[config.mk]
export PLATFORM = sky130hd
export DESIGN_NAME = if_stage_fetch
export DESIGN_NICKNAME = d
export VERILOG_FILES = /design/src/rtl/if_stage_fetch.sv
export SDC_FILE = /design/constraint.sdc
export NUM_CORES = 1
export LEC_CHECK = 0
export ABC_AREA = 1
export CAP_MARGIN = 20
export CORE_ASPECT_RATIO = 1.75
export CORE_UTILIZATION = 50
export CTS_CLUSTER_SIZE = 25
export DETAILED_ROUTE_END_ITERATION = 8
export GPL_ROUTABILITY_DRIVEN = 1
export PLACE_DENSITY = 0.73
export SYNTH_ARGS = -nofsm -noshare
export SYNTH_HDL_FRONTEND = slang
export SYNTH_SLANG_ARGS = --single-unit
[constraint.sdc]
create_clock -name clk -period 2.7 [get_ports clk]
set_input_delay 0.54 -clock clk [delete_from_list [all_inputs] [get_ports clk]]
set_output_delay 0.54 -clock clk [all_outputs]
set_load 0.02 [all_outputs]
[src/rtl/if_stage_fetch.sv]
// Instruction-fetch stage with IF/ID pipeline register for the 5-stage core.
// Handles jr redirects, hazard stalls and outstanding instruction-memory requests.
module if_stage_fetch #(
  parameter int                ADDR_W   = 32,
  parameter logic [ADDR_W-1:0] RESET_PC = '0
) (
  input  logic              clk,
  input  logic              rst_n,
  input  logic              stall_IF,
  input  logic              PC_Src,
  input  logic              flush,
  input  logic [ADDR_W-1:0] jump_target,
  output logic              imem_req,
  output logic [ADDR_W-1:0] imem_addr,
  input  logic [31:0]       imem_rdata,
  input  logic              imem_ready,
  output logic [31:0]       Instruction_ID,
  output logic [ADDR_W-1:0] PC_plus4_ID,
  output logic              valid_ID
);

  typedef enum logic [1:0] {IDLE, FETCH, HOLD, DROP} state_t;

  localparam logic [ADDR_W-1:0] ALIGN_MASK = ~ADDR_W'(3);
  localparam logic [ADDR_W-1:0] PC_INIT    = RESET_PC & ALIGN_MASK;
  localparam logic [ADDR_W-1:0] FOUR       = ADDR_W'(4);

  state_t            state;
  logic [ADDR_W-1:0] pc;
  logic [ADDR_W-1:0] tgt_reg;
  logic [31:0]       buf_instr;
  logic [ADDR_W-1:0] buf_pc4;

  logic              redirect;
  logic [ADDR_W-1:0] target;
  logic [ADDR_W-1:0] pc_plus4;

  assign redirect = PC_Src & flush;
  assign target   = jump_target & ALIGN_MASK;
  assign pc_plus4 = pc + FOUR;

  // The address is held at pc until the memory answers, so an outstanding request never moves.
  assign imem_req  = (state == FETCH) || (state == DROP);
  assign imem_addr = pc;

  always_ff @(posedge clk or negedge rst_n) begin
    if (!rst_n) begin
      state          <= IDLE;
      pc             <= PC_INIT;
      tgt_reg        <= '0;
      buf_instr      <= '0;
      buf_pc4        <= '0;
      Instruction_ID <= '0;
      PC_plus4_ID    <= '0;
      valid_ID       <= 1'b0;
    end else begin
      if (redirect) begin
        Instruction_ID <= '0;
        PC_plus4_ID    <= '0;
        valid_ID       <= 1'b0;
      end
      case (state)
        IDLE: state <= FETCH;
        FETCH: begin
          if (redirect) begin
            if (imem_ready) begin
              pc <= target;
            end else begin
              tgt_reg <= target;
              state   <= DROP;
            end
          end else if (imem_ready) begin
            if (stall_IF) begin
              buf_instr <= imem_rdata;
              buf_pc4   <= pc_plus4;
              state     <= HOLD;
            end else begin
              Instruction_ID <= imem_rdata;
              PC_plus4_ID    <= pc_plus4;
              valid_ID       <= 1'b1;
            end
            pc <= pc_plus4;
          end else if (!stall_IF) begin
            Instruction_ID <= '0;
            PC_plus4_ID    <= '0;
            valid_ID       <= 1'b0;
          end
        end
        HOLD: begin
          if (redirect) begin
            pc    <= target;
            state <= FETCH;
          end else if (!stall_IF) begin
            Instruction_ID <= buf_instr;
            PC_plus4_ID    <= buf_pc4;
            valid_ID       <= 1'b1;
            state          <= FETCH;
          end
        end
        // Waiting out a request that was redirected away from; its data is thrown away.
        DROP: begin
          if (redirect) begin
            if (imem_ready) begin
              pc    <= target;
              state <= FETCH;
            end else begin
              tgt_reg <= target;
            end
          end else if (imem_ready) begin
            pc    <= tgt_reg;
            state <= FETCH;
          end
        end
        default: state <= IDLE;
      endcase
    end
  end

endmodule
==> results.md <==
- IO Port Bufs: about 170
- Final Power: 14.4 mW
- CTS max path bufs: 2
- Aggregate global routing overflow: 0
- Total number of vias: 9832
- Post-route minimum period: between 2 and 3 ns
- Die Width: 110 µm
- Fmax: 390 MHz
- Lkg Pwr: 5.92 nW
- CP Data Arrival Time: 2.02 ns
- # resized after CTS: 0
- Type of origin of the critical path: flip-flop
- Area grow syn2layout: 26.0%
- Hold Vio Cnt, Final: 0
- Clock Skews: 0.0111 ns
- Worst skew pair latency: ~0.44 ns
- Die Area: 21000 µm²
- Tcrit/Tclk final: 94.9%
- CP Data Required Time: 2.16 ns
- YS warnings: 0
- Hold Buf Count CTS: 0
- Hold_ws: 0.0686 ns
- WL final: 30800 µm
- Unrepaired setup endpoints after global routing: false
- Drt first pass iters: 5
- Status: complete, no violations
- DRC: 0
- Antenna-violating nets left: 0
- Layout cells sized above 1: 6.99%
- Post CTS Setup Buffer Count: 0
- Max Cap Viol: 0
- Sequential area share after synthesis: 47.3%
- Gpl congestion: ~0.94
- Max-slew headroom: 35.0%
- CTS Root Buffer Type: clkbuf_16
- Multi-input combinational cell area: 4590 µm²
- Critical path fanouts, max: 6
- HPWL Detailed: 22100 µm
- Clk pin slew, worst setup/hold paths: 0.08 ns
- Vias/cell: 5.63
- FF+latch count, synth: 193
- CTS Sinks: about 190
- Row Count: 68
- Measured slew at the worst slew-check pin: 0.975 ns
- Sequential cell area: 4830 µm²
- Avg Cell Area, Syn: 7.64 µm²
- First-pass GRT wire length: 49200 µm
- Fill cells: 1820
- CP Class: flip-flop to output pin
- Nets: between 1.5k and 2k
- DR iter-0 viols: 713
- Netlist cell types: 38
- Synth Cell Area: approximately 10000 µm²
- # setup viols final: 0
- Min-Delay Path Class: primary input to asynchronous set/reset pin
- Most common cell after layout, fill and taps aside: nand2_1
- Final Max Slew Viols: 0
- TritonCTS buffer count: 17
- Cells after synthesis: 1337
- Core Region: 19900 µm²
- Most frequent cells in the layout: nand2_1 (417), dfrtp_1 (193), clkdlybuf4s50_1 (164)
- TritonCTS clock tree: done
- Antenna violations before repair: 0
- Wire per inst: roughly 18 µm
- Largest net degree at the start of global routing: 63
- Die Ht: 191 µm
- Max H-tree Level: 4
- Crit end category: output pin
- Initial Utilization: 51.3%
- Vias in the first global route: 9468
- Pwr dens: between 1000 and 1500 nW/µm²
- Synthesized net count: approximately 1.4k
- GRT Overall Usage: 30.9%
- Diodes inserted: 0
- I/O pins: 168
- Worst vdd ir: 634 µV
[cell families after synthesis]
kind of cell	after synthesis	synth area share, %
AND/OR/NAND/NOR	612	24.4
AO/OA/AOI/OAI	327	19.2
flip-flops	193	47.3
buffers and inverters	192	7.86
XOR/XNOR	8	0.686
adder cells (fa/ha/maj)	5	0.612
[cell usage after synthesis (all sizes together)]
cell type | count | area share (%)
xor2 | 6 | 0.51
a211oi | 16 | 1.2
ha | 5 | 0.61
nor3b | 1 | 0.074
and2 | 1 | 0.061
o21a | 1 | 0.074
buf | 34 | 2.1
dfrtp | 193 | 47
o211ai | 47 | 3.5
a22oi | 5 | 0.37
o21ai | 146 | 7.5
nand3 | 87 | 4.3
inv | 121 | 4.4
nand2 | 421 | 16
o311ai | 4 | 0.34
a2111oi | 1 | 0.086
nor2 | 96 | 4.0
xnor2 | 2 | 0.17
clkbuf | 37 | 1.4
nand4 | 3 | 0.18
o21bai | 5 | 0.37
o221ai | 11 | 0.94
a22o | 10 | 0.86
a31oi | 3 | 0.18
a21oi | 77 | 3.8
o2111ai | 1 | 0.086
nor3 | 3 | 0.26
[layer usage]
metal	GRT usage, %	up-vias	share of wire, %
met1	37.0	4692	40
met4	15.9	0	4.4
met3	4.77	69	4.9
met5	0	-	0
li1	-	4722	-
met2	52.8	349	51
[critical path: stages (launching register included)]
cell and delay [ns]:
dfrtp_1 0.45, ha_1 0.31, nor2_1 0.06, inv_1 0.13
clkdlybuf4s50_1 0.63
[stage by stage]
step	instances	setup WS (ns)	setup TNS, ns	area (µm²)	util (%)
floorplan	1337	0.906	0	10200	-
global placement	1715	-0.0980	-0.196	12200	61.3
detailed placement	1715	-0.0695	-0.138	12200	61.3
CTS	1747	0.158	0	12900	64.6
global route	1747	0.0481	0	12900	64.6
finish	1747	0.137	0	12900	64.6
[final cells by class]
class,instances,area share (%)
sequential,193,37.5
multi-input combinational,952,35.6
timing repair buffer,204,15.8
inverter,121,3.54
clock buffer,19,3.52
tap,245,2.38
clock inverter,13,1.57
[power breakdown]
| group | switching, mW | internal (mW) | leakage [nW] |
|---|---|---|---|
| Sequential | 1.06 | 4.05 | 2.47 |
| Clock | 1.18 | 1.62 | 0.315 |
| Combinational | 4.03 | 2.47 | 3.13 |
[worst paths after layout]
kind / from / endpoint / slack [ns] / cells after the start
max: state[0]$_DFFE_PN0P_ / imem_req / 0.14 / 4
min: rst_n / tgt_reg[6]$_DFFE_PN0P_ / 0.07 / 1
max reg2reg: state[0]$_DFFE_PN0P_ / imem_addr[1]$_DFFE_PN0P_ / 0.21 / 8
min reg2reg: buf_pc4[3]$_DFFE_PN0P_ / buf_pc4[3]$_DFFE_PN0P_ / 0.48 / 2
max in group asynchronous: rst_n / Instruction_ID[18]$_DFF_PN0_ / 1.90 / 2
min in group clk: buf_pc4[3]$_DFFE_PN0P_ / buf_pc4[3]$_DFFE_PN0P_ / 0.48 / 2
(Power assumes the default switching activity.)
